### src/rtl/prng_pkg.sv
// Shared types and constants for the ranged PRNG: FSM states, the table of
// maximal-length LFSR tap masks and the bit-smear helper used to build range masks.
package prng_pkg;

  typedef enum logic [1:0] {
    IDLE,
    GEN,
    DONE
  } prng_state_e;

  // Index = LFSR width; bit i set means state[i] feeds the XOR. Entries 0..3 unused.
  localparam logic [31:0] LFSR_TAPS [33] = '{
    32'h0000_0000, 32'h0000_0000, 32'h0000_0000, 32'h0000_0000,
    32'h0000_000C, 32'h0000_0014, 32'h0000_0030, 32'h0000_0060,
    32'h0000_00B8, 32'h0000_0110, 32'h0000_0240, 32'h0000_0500,
    32'h0000_0E08, 32'h0000_1C80, 32'h0000_3802, 32'h0000_6000,
    32'h0000_D008, 32'h0001_2000, 32'h0002_0400, 32'h0007_2000,
    32'h0009_0000, 32'h0014_0000, 32'h0030_0000, 32'h0042_0000,
    32'h00E1_0000, 32'h0120_0000, 32'h0200_0023, 32'h0400_0013,
    32'h0900_0000, 32'h1400_0000, 32'h2000_0029, 32'h4800_0000,
    32'h8020_0003
  };

  // Smallest 2^k-1 that is >= v.
  function automatic logic [31:0] mask_smear(input logic [31:0] v);
    logic [31:0] m;
    m = v;
    m = m | (m >> 1);
    m = m | (m >> 2);
    m = m | (m >> 4);
    m = m | (m >> 8);
    m = m | (m >> 16);
    return m;
  endfunction

endpackage

### src/rtl/lfsr_core.sv
// Fibonacci LFSR with runtime seed load and recovery from the all-zero state.
module lfsr_core
  import prng_pkg::*;
#(
  parameter int unsigned    N    = 16,
  parameter logic [N-1:0]   TAPS = N'(LFSR_TAPS[N]),
  parameter logic [N-1:0]   SEED = N'(31)
) (
  input  logic         clk,
  input  logic         rst_n,
  input  logic         load,
  input  logic [N-1:0] seed,
  input  logic         step,
  output logic [N-1:0] state
);

  logic [N-1:0] state_q;
  logic [N-1:0] state_d;

  always_comb begin
    state_d = state_q;
    if (load) begin
      state_d = (seed == '0) ? SEED : seed;
    end else if (step) begin
      state_d = (state_q == '0) ? SEED : {state_q[N-2:0], ^(state_q & TAPS)};
    end
  end

  always_ff @(posedge clk) begin
    if (!rst_n) state_q <= SEED;
    else        state_q <= state_d;
  end

  assign state = state_q;

endmodule

### src/rtl/prng_range.sv
// Request/ack generator returning a uniform value in [0, iRange) by bounded
// rejection sampling over a free-running LFSR.
module prng_range
  import prng_pkg::*;
#(
  parameter int unsigned  N         = 16,
  parameter logic [N-1:0] TAPS      = N'(LFSR_TAPS[N]),
  parameter logic [N-1:0] SEED      = N'(31),
  parameter int unsigned  OUT_W     = 10,
  parameter int unsigned  MAX_TRIES = 8
) (
  input  logic             clk,
  input  logic             iResetN,
  input  logic             iEnable,
  input  logic             iSeedLoad,
  input  logic [N-1:0]     iSeed,
  input  logic             iReq,
  input  logic [OUT_W-1:0] iRange,
  input  logic             iAck,
  output logic             oValid,
  output logic [OUT_W-1:0] oValue,
  output logic             oBusy,
  output logic [N-1:0]     oState
);

  localparam int unsigned TRIES_W = (MAX_TRIES > 1) ? $clog2(MAX_TRIES) : 1;

  prng_state_e        fsm_q,      fsm_d;
  logic [OUT_W-1:0]   range_q,    range_d;
  logic [OUT_W-1:0]   mask_q,     mask_d;
  logic [TRIES_W-1:0] tries_q,    tries_d;
  logic [OUT_W-1:0]   cand_q,     cand_d;
  logic               cand_vld_q, cand_vld_d;
  logic               valid_q,    valid_d;
  logic [OUT_W-1:0]   value_q,    value_d;
  logic [OUT_W-1:0]   range_new;
  logic [N-1:0]       lfsr_state;
  logic               lfsr_step;

  assign lfsr_step = iEnable | (fsm_q == GEN);

  lfsr_core #(
    .N   (N),
    .TAPS(TAPS),
    .SEED(SEED)
  ) u_lfsr (
    .clk  (clk),
    .rst_n(iResetN),
    .load (iSeedLoad),
    .seed (iSeed),
    .step (lfsr_step),
    .state(lfsr_state)
  );

  // Candidates are captured from the pre-step state one cycle and judged the
  // next, so the first verdict lands two edges after the request is accepted.
  always_comb begin
    fsm_d      = fsm_q;
    range_d    = range_q;
    mask_d     = mask_q;
    tries_d    = tries_q;
    cand_d     = cand_q;
    cand_vld_d = cand_vld_q;
    valid_d    = valid_q;
    value_d    = value_q;
    range_new  = (iRange == '0) ? OUT_W'(1) : iRange;
    if (iSeedLoad) begin
      fsm_d      = IDLE;
      valid_d    = 1'b0;
      tries_d    = '0;
      cand_vld_d = 1'b0;
    end else begin
      unique case (fsm_q)
        IDLE: begin
          if (iReq) begin
            range_d    = range_new;
            mask_d     = OUT_W'(mask_smear(32'(range_new - OUT_W'(1))));
            tries_d    = '0;
            cand_vld_d = 1'b0;
            fsm_d      = GEN;
          end
        end
        GEN: begin
          cand_d     = lfsr_state[OUT_W-1:0] & mask_q;
          cand_vld_d = 1'b1;
          if (cand_vld_q) begin
            if (cand_q < range_q) begin
              value_d    = cand_q;
              valid_d    = 1'b1;
              cand_vld_d = 1'b0;
              fsm_d      = DONE;
            end else if (tries_q == TRIES_W'(MAX_TRIES - 1)) begin
              value_d    = cand_q - range_q;
              valid_d    = 1'b1;
              cand_vld_d = 1'b0;
              fsm_d      = DONE;
            end else begin
              tries_d = tries_q + TRIES_W'(1);
            end
          end
        end
        DONE: begin
          if (iAck) begin
            valid_d = 1'b0;
            fsm_d   = IDLE;
          end
        end
        default: fsm_d = IDLE;
      endcase
    end
  end

  always_ff @(posedge clk) begin
    if (!iResetN) begin
      fsm_q      <= IDLE;
      range_q    <= '0;
      mask_q     <= '0;
      tries_q    <= '0;
      cand_q     <= '0;
      cand_vld_q <= 1'b0;
      valid_q    <= 1'b0;
      value_q    <= '0;
    end else begin
      fsm_q      <= fsm_d;
      range_q    <= range_d;
      mask_q     <= mask_d;
      tries_q    <= tries_d;
      cand_q     <= cand_d;
      cand_vld_q <= cand_vld_d;
      valid_q    <= valid_d;
      value_q    <= value_d;
    end
  end

  assign oValid = valid_q;
  assign oValue = value_q;
  assign oBusy  = (fsm_q != IDLE);
  assign oState = lfsr_state;

endmodule

### config.mk
export PLATFORM = sky130hd
export DESIGN_NAME = prng_range
export DESIGN_NICKNAME = d
export VERILOG_FILES = /design/src/rtl/prng_pkg.sv /design/src/rtl/lfsr_core.sv /design/src/rtl/prng_range.sv
export SDC_FILE = /design/constraint.sdc
export NUM_CORES = 1
export LEC_CHECK = 0
export BUFFER_PORTS_ARGS = -buffer_cell sky130_fd_sc_hd__buf_2
export CAP_MARGIN = 15
export CORE_AREA = 10 10 115 117
export DETAILED_ROUTE_END_ITERATION = 16
export DIE_AREA = 0 0 125 127
export PLACE_DENSITY_LB_ADDON = 0.3
export SLEW_MARGIN = 30
export SYNTH_ARGS = -nofsm -noshare
export SYNTH_HDL_FRONTEND = slang
export SYNTH_HIERARCHICAL = 1
export SYNTH_SLANG_ARGS = --single-unit
### constraint.sdc
create_clock -name clk -period 6.8 [get_ports clk]
set_input_delay 0.68 -clock clk [delete_from_list [all_inputs] [get_ports clk]]
set_output_delay 0.68 -clock clk [all_outputs]
set_load 0.005 [all_outputs]
=== Yosys cells after proc, flatten, opt, wreduce, memory -nomap -nowiden ===
Index checks and enable logic that the tools add are counted.

* Flip-flop bits (word level): 63
* Input bits: 32
* Output and inout bits: 28
* Logic and storage cells: 77

* Add/subtract/negate cells: 3
* $lt $le $gt $ge: 1
* Eq/ne operators: 9
* Mux-type cells: 28
* Bitwise logic cells: 9
* Reduce and logical (&&, ||, !) cells: 18

{| class="wikitable"
|+ Operators by type and width
! operator !! count
|-
| 16-bit 2-to-1 mux || 4
|-
| 16-bit logical NOT || 2
|-
| 32-bit by 28-bit OR with 32-bit output || 1
|-
| 32-bit by 30-bit OR with 32-bit output || 1
|-
| 32-bit by 31-bit OR with 32-bit output || 1
|-
| 10-bit 2-to-1 mux || 3
|-
| 26-bit by 24-bit OR with 26-bit output || 1
|-
| 16-bit parity || 1
|-
| 3-bit 2-to-1 mux || 4
|-
| 4-bit AND reduction || 3
|-
| 10-bit by 1-bit subtractor with 11-bit output (second input constant) || 1
|-
| 10-bit AND || 1
|-
| 10-bit logical NOT || 1
|-
| 10-bit less-than comparator || 1
|-
| 2-bit 2-to-1 mux || 5
|-
| 2-bit != test (second input constant) || 5
|-
| 10-bit OR || 1
|-
| 2-bit nonzero test || 5
|-
| 10-bit subtractor || 1
|-
| 1-bit 2-to-1 mux || 8
|-
| 2-bit one-hot mux with 3 select lines || 1
|-
| 3-bit one-hot mux with 2 select lines || 1
|-
| 5-bit AND reduction || 1
|-
| 1-bit one-hot mux with 2 select lines || 2
|-
| 11 further kinds || 13
|}

=== Depth between registers and ports, before layout ===
* Word-level depth: 8
* Gate-level depth with buffers: 12
* Mapped depth without buffers: 11

=== Cells and area by module ===
The synthesis kept the hierarchy.

{| class="wikitable"
|+ By module, submodules not included
! module !! instances !! cells an instance !! area each (um^2) !! sequential area each (um^2)
|-
| prng_range || 1 || 349 || 2865.2 || 940.9
|-
| lfsr_core || 1 || 108 || 874.6 || 320.3
|}

=== Least setup slack after synthesis ===
Ideal clock, no wire load.

* Path type: input -> register
* Start: input iRange[2]
* End: register mask_q[1]
* Setup time: 128 ps
* Data arrival time: 2724 ps
* Data required time: 6672 ps
* Path slack: 3949 ps
* Cell stages on the path: 12
* Buffers on the path: 1
* Cells stage by stage: buf_2 > nor2_1 > nand2_1 > nor2_1 > nor2_1 > ha_1 > or4b_4 > nor2_2 > xnor2_1 > and4_4 > nor3b_4 > a31oi_2

* Word-level cells in the longest chain between the ends: 8

{| class="wikitable"
|+ Ends and longest elaborated chain
! item !! RTL line !! source
|-
| from (decl) || prng_range.sv:18 || <nowiki>input logic [OUT_W-1:0] iRange,</nowiki>
|-
| 10-bit logical NOT || prng_range.sv:66 || <nowiki>range_new = (iRange == '0) ? OUT_W'(1) : iRange;</nowiki>
|-
| 10-bit 2-to-1 mux * || prng_range.sv:66 ||
|-
| 10-bit by 1-bit subtractor with 11-bit output * || prng_range.sv:77 || <nowiki>mask_d = OUT_W'(mask_smear(32'(range_new - OUT_W'(1))));</nowiki>
|-
| 32-bit by 31-bit OR with 32-bit output * || prng_pkg.sv:28 || <nowiki>m = m | (m >> 1);</nowiki>
|-
| 32-bit by 30-bit OR with 32-bit output * || prng_pkg.sv:29 || <nowiki>m = m | (m >> 2);</nowiki>
|-
| 32-bit by 28-bit OR with 32-bit output * || prng_pkg.sv:30 || <nowiki>m = m | (m >> 4);</nowiki>
|-
| 26-bit by 24-bit OR with 26-bit output * || prng_pkg.sv:31 || <nowiki>m = m | (m >> 8);</nowiki>
|-
| 10-bit OR * || prng_pkg.sv:32 || <nowiki>m = m | (m >> 16);</nowiki>
|-
| to (signal assigned) || prng_range.sv:126 || <nowiki>mask_q <= mask_d;</nowiki>
|-
| to (decl) || prng_range.sv:30 || <nowiki>logic [OUT_W-1:0] mask_q, mask_d;</nowiki>
|}

Mark *: on every way between the ends. The rest lies on a longest branch, timed or not.
A chain may end at the register's enable or synchronous reset.

=== Worst setup path in the final report ===
* Start: input iRange[5]
* End: register mask_q[0]

Same word-level chain as after synthesis.

==> impl_metrics.env <==
export IMPL_setup_viol=0
export IMPL_clock_skew_ns=0.00876
export IMPL_critical_path_required_ns=7.01
export IMPL_place_inst=635
export IMPL_drv_slew=0
export IMPL_cts_resized=0
export IMPL_overflow=0
export IMPL_num_vias=3455
export IMPL_critPathMaxFanout=6
export IMPL_cts_tree="built"
export IMPL_cpMaxStageDelayCell="nor3_1"
export IMPL_dieArea_um2=15900
export IMPL_clk_insertion_delay_late_ns=0.33
export IMPL_regArea_um2=1260
export IMPL_grt_pass1_vias=3337
export IMPL_peakVddDrop_mv=0.0982
export IMPL_finish_utilization_pct=39.5
export IMPL_min_period_over_period_pct=41.6
export IMPL_core_area_um2=11100
export IMPL_ys_flop_type="dfxtp_1"
export IMPL_dieWidth_um=125
export IMPL_worst_pin_slew_ns=0.875
export IMPL_drt_pass1_iter_count=5
export IMPL_clockBufferDepth=2
export IMPL_cts_max_level=3
export IMPL_power_density_nw_per_um2=233
export IMPL_rows=39
export IMPL_wl_per_cell_um=15.1
export IMPL_rsz0062_at_grt="no"
export IMPL_worstPathArrival_ns=3.03
export IMPL_wirelength_um=9840
export IMPL_synth_fp_nets=508
export IMPL_drive_gt1_share_pct=19.5
export IMPL_clock_sinks=63
export IMPL_slowest_delay_ns=0.43
export IMPL_track_usage_pct=12.2
export IMPL_p_leak_uw=0.00181
export IMPL_hpwl_um=7340
export IMPL_synth_cell_types=66
export IMPL_vias_per_cell=5.31
export IMPL_syn_area_per_cell_um2=8.18
export IMPL_fin_nets=554
export IMPL_grt_max_degree=57
export IMPL_start_kind="input port"
export IMPL_post_route_min_period_ns=2.83
export IMPL_synth_edf_count=0
export IMPL_fillers=1128
export IMPL_drt_iter0_drc=189
export IMPL_outcome="completed"
export IMPL_cap_violations=0
export IMPL_synth_seq_cells=63
export IMPL_synth_cells=457
export IMPL_cp_num_buf_inv=1
export IMPL_diodes=0
export IMPL_synth_area_um2=3740
export IMPL_finalHoldViolCount=0
export IMPL_yosysWarnings=6
export IMPL_fin_cells=651
export IMPL_cts_setup_buffers=0
export IMPL_async_flop_share_pct=0
export IMPL_start_util_pct=33.6
export IMPL_ios=60
export IMPL_gp_congestion=0.883
export IMPL_numCtsBuffers=9
export IMPL_hp_class="reg -> reg"
export IMPL_worstSetupPathType="in -> reg"
export IMPL_final_common_cell="dfxtp_1"
export IMPL_crit_chain="buf_2 > nor3_1 > nand2_1 > nor2_1 > nor2_1 > ha_1 > nor4b_4 > o211a_1 > nor4_4 > and4_4 > nor3b_4 > a21oi_1"
export IMPL_portBuffers=59
export IMPL_syn_to_final_growth_pct=17.4
export IMPL_cts_hold_buf=0
export IMPL_crit_path_end_kind="register"
export IMPL_multi_input_area_um2=2260
export IMPL_antenna_left=0
export IMPL_die_h_um=127
export IMPL_critical_path_top_delay_family="simple AND/OR/NAND/NOR gates"
export IMPL_final_cell_mix="dfxtp_1 (63), buf_2 (59), nand2_1 (54)"
export IMPL_max_clock_freq_mhz=354
export IMPL_drc_errors=0
export IMPL_grt_pass1_wl_um=16400
export IMPL_fin_setup_tns_ns=0
export IMPL_maxSlewHeadroom_pct=41.7
export IMPL_clk_pin_slew_ns=0.06
export IMPL_yosysSeqAreaShare_pct=33.7
export IMPL_root_buffer="clkbuf_16"
export IMPL_cpMostUsedCell="nor2_1"
export IMPL_antenna_found_initial=0
[power breakdown]
group	switching (µW)	internal, µW	total (µW)
Clock	179	287	466
Combinational	91.5	67.0	159
Sequential	15.0	385	400
[routing by layer]
metal | GRT usage (%) | wire length [µm] | vias to the layer above
li1 | - | - | 1728
met4 | 3.86 | 223 | 0
met3 | 3.72 | 540 | 22
met2 | 19.4 | 4260 | 113
met5 | 0 | 0 | -
met1 | 15.5 | 4820 | 1592
[tightest hold or removal path: cells and delay by family (launching register included)]
kind | cells | cell delay, ns
compound gates | 1 | 0.06
flops | 1 | 0.31
simple gates | 1 | 0.05
[registers in the layout, indices dropped and copies added (netlist names)]
| register | count |
|---|---|
| fsm_q | 2 |
| cand_q | 10 |
| u_lfsr/state | 16 |
| tries_q | 3 |
| mask_q | 10 |
| cand_vld_q | 1 |
| oValid | 1 |
| oValue | 10 |
| range_q | 10 |
[cells by family after synthesis]
| kind of cell | Yosys count | synth area share, % |
|---|---|---|
| AND/OR/NAND/NOR | 178 | 25.2 |
| AO/OA/AOI/OAI | 127 | 22.7 |
| flip-flops | 63 | 33.7 |
| buffers and inverters | 47 | 5.85 |
| adder cells (fa/ha/maj) | 19 | 6.56 |
| multiplexers | 17 | 4.55 |
| XOR/XNOR | 6 | 1.41 |
[final cells by class]
class                   instances  share of cell area [%]
clock buffers                   9                    5.13
clock inverters                 7                    1.82
inverters                      23                    1.97
multi-input cells             347                    51.6
flip-flops and latches         63                    28.7
well taps                     143                    4.07
repair buffers                 59                    6.72
[synth_stat cells (2+ instances only)]
cell type | instances | area share [%]
and3_1 | 2 | 0.33
o211a_1 | 3 | 0.80
buf_2 | 4 | 0.54
o22ai_1 | 4 | 0.67
nor4_1 | 5 | 0.84
o211ai_1 | 4 | 0.80
nor3_1 | 14 | 1.9
a21oi_1 | 21 | 2.8
a211oi_1 | 2 | 0.40
or2_1 | 2 | 0.33
buf_6 | 4 | 1.2
nor2b_1 | 4 | 0.67
a21o_1 | 2 | 0.40
inv_1 | 23 | 2.3
ha_1 | 18 | 6.0
and2_1 | 11 | 1.8
xnor2_1 | 6 | 1.4
or3_4 | 2 | 0.60
clkbuf_1 | 14 | 1.4
a21boi_0 | 20 | 4.0
nor2_1 | 35 | 3.5
o21ai_0 | 31 | 4.1
o21ai_1 | 11 | 1.5
buf_4 | 2 | 0.40
nand3_1 | 18 | 2.4
nand2b_1 | 6 | 1.0
o32ai_1 | 3 | 0.70
o21a_1 | 6 | 1.2
or2_2 | 3 | 0.50
dfxtp_1 | 63 | 34
nand2_1 | 54 | 5.4
mux2i_1 | 17 | 4.5
a31oi_1 | 3 | 0.50
nand4_1 | 7 | 1.2
nand4b_1 | 2 | 0.47
[path summary, 6_finish.rpt]
path / startpoint / to / slack [ns] / depth (start not counted)
worst max-delay path: iRange[5] / mask_q[0] / 3.97 / 12
worst min-delay path: oValid / oValid / 0.46 / 2
worst min register to register: oValid / oValid / 0.46 / 2
worst max register to register: cand_q[0] / oValue[7] / 4.18 / 9
[stage by stage]
| step | hold slack, ns | instance area, µm² | total power (µW) | worst slack (ns) |
|---|---|---|---|---|
| floorplan | 0.443 | 3740 | 519 | 3.95 |
| global placement | 0.445 | 4080 | 561 | 3.70 |
| detailed placement | 0.461 | 4080 | 565 | 3.64 |
| CTS | 0.468 | 4390 | 1030 | 3.98 |
| global route | 0.489 | 4390 | 1080 | 3.69 |
| finish | 0.465 | 4390 | 1020 | 3.97 |
Power figures use the tool's default switching activity.
